==> config.mk <==
export PLATFORM = sky130hd
export DESIGN_NAME = e203_dtcm_arbt
export DESIGN_NICKNAME = d
export VERILOG_FILES = /design/src/rtl/e203_dtcm_arbt.sv
export SDC_FILE = /design/constraint.sdc
export NUM_CORES = 1
export LEC_CHECK = 0
export CAP_MARGIN = 20
export CELL_PAD_IN_SITES_DETAIL_PLACEMENT = 1
export CELL_PAD_IN_SITES_GLOBAL_PLACEMENT = 2
export CORE_MARGIN = 2
export CORE_UTILIZATION = 21
export CTS_CLUSTER_DIAMETER = 200
export CTS_CLUSTER_SIZE = 30
export DETAILED_ROUTE_END_ITERATION = 10
export GPL_TIMING_DRIVEN = 0
export PLACE_DENSITY_LB_ADDON = 0.1
export SYNTH_ARGS = -nofsm -noshare
export SYNTH_HDL_FRONTEND = slang
export SYNTH_SLANG_ARGS = --single-unit
==> constraint.sdc <==
create_clock -name clk -period 4.31 [get_ports clk]
set_clock_uncertainty 0.1 [all_clocks]
set_input_delay 1.293 -clock clk [delete_from_list [all_inputs] [get_ports clk]]
set_output_delay 1.293 -clock clk [all_outputs]
set_load 0.05 [all_outputs]
==> src/rtl/e203_dtcm_arbt.sv <==
// Two-port round-robin arbiter in front of a single-port DTCM RAM with
// 1-cycle read latency, optional zero-fill after reset, and per-port response holding.
module e203_dtcm_arbt #(
  parameter int AW        = 13,
  parameter int DW        = 32,
  parameter int MW        = 4,
  parameter int INIT_ZERO = 1
) (
  input  logic          clk,
  input  logic          rst,

  input  logic          p0_cmd_valid,
  output logic          p0_cmd_ready,
  input  logic          p0_cmd_read,
  input  logic [AW-1:0] p0_cmd_addr,
  input  logic [DW-1:0] p0_cmd_wdata,
  input  logic [MW-1:0] p0_cmd_wmask,
  output logic          p0_rsp_valid,
  input  logic          p0_rsp_ready,
  output logic [DW-1:0] p0_rsp_rdata,

  input  logic          p1_cmd_valid,
  output logic          p1_cmd_ready,
  input  logic          p1_cmd_read,
  input  logic [AW-1:0] p1_cmd_addr,
  input  logic [DW-1:0] p1_cmd_wdata,
  input  logic [MW-1:0] p1_cmd_wmask,
  output logic          p1_rsp_valid,
  input  logic          p1_rsp_ready,
  output logic [DW-1:0] p1_rsp_rdata,

  output logic          ram_cs,
  output logic          ram_we,
  output logic [AW-1:0] ram_addr,
  output logic [MW-1:0] ram_wem,
  output logic [DW-1:0] ram_din,
  input  logic [DW-1:0] ram_dout,

  output logic          init_done
);

  typedef enum logic {S_INIT, S_RUN} state_t;

  state_t        state_q, state_d;
  logic [AW-1:0] cnt_q, cnt_d;
  logic          last_q, last_d;
  logic [1:0]    outst_q, outst_d;
  logic [1:0]    first_q, first_d;
  logic [1:0]    rd_q, rd_d;
  logic [DW-1:0] rdata_q [2];
  logic [DW-1:0] rdata_d [2];
  logic [DW-1:0] cur_rdata [2];

  logic [1:0]    cmd_valid, cmd_read, rsp_ready, elig, req, grant;
  logic [AW-1:0] cmd_addr  [2];
  logic [DW-1:0] cmd_wdata [2];
  logic [MW-1:0] cmd_wmask [2];

  assign cmd_valid    = {p1_cmd_valid, p0_cmd_valid};
  assign cmd_read     = {p1_cmd_read,  p0_cmd_read};
  assign rsp_ready    = {p1_rsp_ready, p0_rsp_ready};
  assign cmd_addr[0]  = p0_cmd_addr;
  assign cmd_addr[1]  = p1_cmd_addr;
  assign cmd_wdata[0] = p0_cmd_wdata;
  assign cmd_wdata[1] = p1_cmd_wdata;
  assign cmd_wmask[0] = p0_cmd_wmask;
  assign cmd_wmask[1] = p1_cmd_wmask;

  // A port may issue again in the same cycle its pending response is taken.
  assign elig = ~outst_q | rsp_ready;
  assign req  = cmd_valid & elig;

  always_comb begin
    state_d  = state_q;
    cnt_d    = cnt_q;
    last_d   = last_q;
    grant    = '0;
    ram_cs   = 1'b0;
    ram_we   = 1'b0;
    ram_addr = '0;
    ram_wem  = '0;
    ram_din  = '0;
    case (state_q)
      S_INIT: begin
        if (INIT_ZERO != 0) begin
          ram_cs   = ~rst;
          ram_we   = ~rst;
          ram_wem  = {MW{~rst}};
          ram_addr = cnt_q;
          cnt_d    = cnt_q + 1'b1;
          if (cnt_q == {AW{1'b1}}) state_d = S_RUN;
        end else begin
          state_d = S_RUN;
        end
      end
      S_RUN: begin
        if (!rst) begin
          // last_q=1 means port 1 won most recently, so port 0 takes a tie.
          if (req == 2'b11) grant = last_q ? 2'b01 : 2'b10;
          else              grant = req;
        end
        for (int n = 0; n < 2; n++) begin
          if (grant[n]) begin
            ram_cs   = 1'b1;
            ram_we   = ~cmd_read[n];
            ram_addr = cmd_addr[n];
            ram_din  = cmd_wdata[n];
            ram_wem  = cmd_read[n] ? '0 : cmd_wmask[n];
          end
        end
        if (grant[0])      last_d = 1'b0;
        else if (grant[1]) last_d = 1'b1;
      end
      default: state_d = S_INIT;
    endcase
  end

  // ram_dout is only meaningful in the first response cycle; capture it then.
  always_comb begin
    first_d = grant;
    for (int n = 0; n < 2; n++) begin
      cur_rdata[n] = rd_q[n] ? ram_dout : '0;
      rdata_d[n]   = first_q[n] ? cur_rdata[n] : rdata_q[n];
      outst_d[n]   = grant[n] | (outst_q[n] & ~rsp_ready[n]);
      rd_d[n]      = grant[n] ? cmd_read[n] : rd_q[n];
    end
  end

  always_ff @(posedge clk) begin
    if (rst) begin
      state_q <= S_INIT;
      cnt_q   <= '0;
      last_q  <= 1'b1;
      outst_q <= '0;
      first_q <= '0;
      rd_q    <= '0;
      for (int n = 0; n < 2; n++) rdata_q[n] <= '0;
    end else begin
      state_q <= state_d;
      cnt_q   <= cnt_d;
      last_q  <= last_d;
      outst_q <= outst_d;
      first_q <= first_d;
      rd_q    <= rd_d;
      for (int n = 0; n < 2; n++) rdata_q[n] <= rdata_d[n];
    end
  end

  assign p0_cmd_ready = grant[0];
  assign p1_cmd_ready = grant[1];
  assign p0_rsp_valid = outst_q[0] & ~rst;
  assign p1_rsp_valid = outst_q[1] & ~rst;
  assign p0_rsp_rdata = first_q[0] ? cur_rdata[0] : rdata_q[0];
  assign p1_rsp_rdata = first_q[1] ? cur_rdata[1] : rdata_q[1];
  assign init_done    = (state_q == S_RUN);

endmodule
==> flow_metrics.env <==
export IMPL_outcome="finished, final reports clean"
export IMPL_cp_max_fo=10
export IMPL_postRouteAntennaNets=0
export IMPL_syn_area_um2=4212
export IMPL_synth_edf_count=0
export IMPL_irDropWorstVdd_mv=0.2148
export IMPL_synth_compound_area_share_pct=19.28
export IMPL_setup_ws_ns=0.05871
export IMPL_vias=4630
export IMPL_dpl_worst_slack_ns=-1.220
export IMPL_worst_pin_slew_ns=0.5686
export IMPL_place_area_um2=7117
export IMPL_clkTransAtPathRegs_ns=0.06
export IMPL_setup_violations=0
export IMPL_cts_root_buf="clkbuf_16"
export IMPL_hpwl_um=14650
export IMPL_fin_setup_tns_ns=0
export IMPL_worst_hold_path_type="reg2reg"
export IMPL_period_share_pct=98.64
export IMPL_drt_first_iter_violations=135
export IMPL_rsz0062_at_grt="false"
export IMPL_cts_made_buffers=9
export IMPL_die_w_um=145.6
export IMPL_rows=51
export IMPL_stdcell_area_um2=7600
export IMPL_gp_congestion=0.8780
export IMPL_netlist_area_leader_share_pct=40.40
export IMPL_ys_seq_elements=85
export IMPL_utilization_pct=38.79
export IMPL_cp_arrival_ns=2.86
export IMPL_holdPathStages=2
export IMPL_finalCriticalPeriod_ns=4.251
export IMPL_worstSetupPathType="in2out"
export IMPL_initial_core_util_pct=21.50
export IMPL_h_tree_depth=3
export IMPL_r2r_end="rd_q[1]$_SDFFE_PP0P_"
export IMPL_synth_cell_types=39
export IMPL_drt_wl_total_um=18720
export IMPL_antenna_cells=0
export IMPL_grt_use_total_pct=17.61
export IMPL_max_cap_violations=0
export IMPL_cts_sinks=85
export IMPL_hold_viol_final=0
export IMPL_cts_hold_fix_buffers=0
export IMPL_max_clock_path_buffers=2
export IMPL_routedWlPerCell_um=17.58
export IMPL_reg2regPathDepth=7
export IMPL_yosysWarnings=0
export IMPL_crit_path_end_kind="primary output"
export IMPL_area_growth_pct=80.45
export IMPL_drive_above_1_share_pct=13.13
export IMPL_first_pass_iters=4
export IMPL_synth_xor_area_share_pct=2.288
export IMPL_min_to="init_done$_SDFF_PP0_"
export IMPL_drcViolationCount=0
export IMPL_syn_nets=660
export IMPL_antenna_found_initial=0
export IMPL_synth_simple_area_share_pct=25.13
export IMPL_maxSlewViolCount=0
export IMPL_max_freq_ghz=0.2352
export IMPL_synthAdderAreaFrac_pct=0.2971
export IMPL_grt_first_pass_wirelength_um=29300
export IMPL_clock_latency_ns=0.35
export IMPL_required_ns=2.92
export IMPL_r2r_start="outst_q[0]$_SDFF_PP0_"
export IMPL_ys_async_sr_fraction_pct=0
export IMPL_ys_seq_area_share_pct=40.40
export IMPL_port_buffers=257
export IMPL_r2r_setup_slack_ns=2.39
export IMPL_synth_main_ff_cell="dfxtp_1"
export IMPL_io_pins=258
export IMPL_finalPower_mw=1.853
export IMPL_p_leak_nw=3.426
export IMPL_synth_top_family_by_area="simple AND/OR/NAND/NOR gates"
export IMPL_cts_tree="built"
export IMPL_grt_max_degree=20
export IMPL_fin_cells=1065
export IMPL_grt_overflow_total=0
export IMPL_grt_pass1_vias=4938
export IMPL_synth_top_cell_by_area="dfxtp_1"
export IMPL_core_area_um2=19590
export IMPL_fin_nets=934
export IMPL_synth_area_leaders="dfxtp_1 40%, nor2b_1 12%, o21ai_0 7.7%"
export IMPL_power_density_nw_per_um2=243.8
export IMPL_start_kind="input port"
export IMPL_min_from="cnt_q[12]$_SDFFE_PP0N_"
export IMPL_avgSynthCellArea_um2=8.084
export IMPL_muxShareOfSynthArea_pct=0.7724
export IMPL_whs_ns=0.4125
export IMPL_yosysMostFrequentCell="dfxtp_1"
export IMPL_yosys_top_cells_count="85 x dfxtp_1, 84 x nor2b_1, 66 x inv_1"
export IMPL_relSlewSlack_pct=62.03
export IMPL_viasPerCell=4.347
export IMPL_syn_inst=521
export IMPL_die_h_um=145.6
export IMPL_dieArea_um2=21200
export IMPL_dp_cells=1043
registers in the layout (all words and copies together), names as in the netlist:
name       cells
rdata_q       64
outst_q        2
init_done      1
rd_q           2
last_q         1
cnt_q         13
first_q        2
logic make-up after synthesis:
kind of cell             Yosys count
AND/OR/NAND/NOR                  193
AO/OA/AOI/OAI                    119
buffers and inverters            109
flip-flops                        85
XOR/XNOR                          11
multiplexers                       3
adder cells (fa/ha/maj)            1
where the power goes:
part	internal (mW)	switching (mW)
Clock	0.526	0.336
Sequential	0.788	0.00292
Combinational	0.125	0.0751
Total	1.44	0.414
area by class of cell:
| class | count | area [µm²] |
|---|---|---|
| clock inverter | 5 | 82.58 |
| multi-input combinational | 327 | 2086 |
| timing repair buffer | 263 | 2635 |
| inverter | 67 | 264.0 |
| timing repair inverter | 1 | 8.758 |
| buffer | 41 | 247.7 |
| clock buffer | 11 | 242.7 |
| fill | 2340 | 11990 |
| sequential | 85 | 1702 |
| tap | 265 | 331.6 |
placed cells by master (no fill, tap or decap), types with 6 or more instances in the layout:
master,n
nand4_1,6
nor2b_1,83
inv_1,65
buf_4,40
clkbuf_2,8
xor2_1,9
dfxtp_1,85
o21ai_0,65
nand3_1,35
dlygate4sd2_1,6
buf_6,11
clkdlybuf4s50_1,164
clkdlybuf4s15_2,7
nand2_1,36
a22o_1,30
a221o_1,17
nor2_1,14
dlymetal6s2s_1,32
clkbuf_1,25
clkbuf_16,9
what timing repair did:
item                                    4_1_cts  5_1_grt
endpoints found under the hold margin         0        0
buffers inserted                              5        0
gates resized for setup                     333       42
gates cloned                                  2        0
endpoints found under the setup margin       56       79
pin swaps                                     6        5
worst max-delay path by stage:
stage,startpoint,endpoint,cells past startpoint
4_1_cts,p1_rsp_ready,ram_din[15],10
2_1_floorplan,p0_rsp_ready,ram_din[22],7
6_report,p1_cmd_valid,ram_addr[8],8
3_5_place_dp,rst,ram_din[20],7
5_1_grt,ram_dout[0],p1_rsp_rdata[0],4
3_3_place_gp,rst,ram_din[18],7
layer usage:
metal	share of wire, %	track usage (%)
met5	0	0
met4	2.0	5.392
met3	6.5	5.643
met2	48	29.62
met1	44	21.48
critical path: stages:
cell and delay [ns]:
dlygate4sd2_1 0.23, inv_2 0.06, nor3_4 0.31, nor3_4 0.10, buf_4 0.15, buf_2 0.18
a221o_1 0.32, buf_4 0.19
No activity file was read; power rests on OpenSTA's default activity.
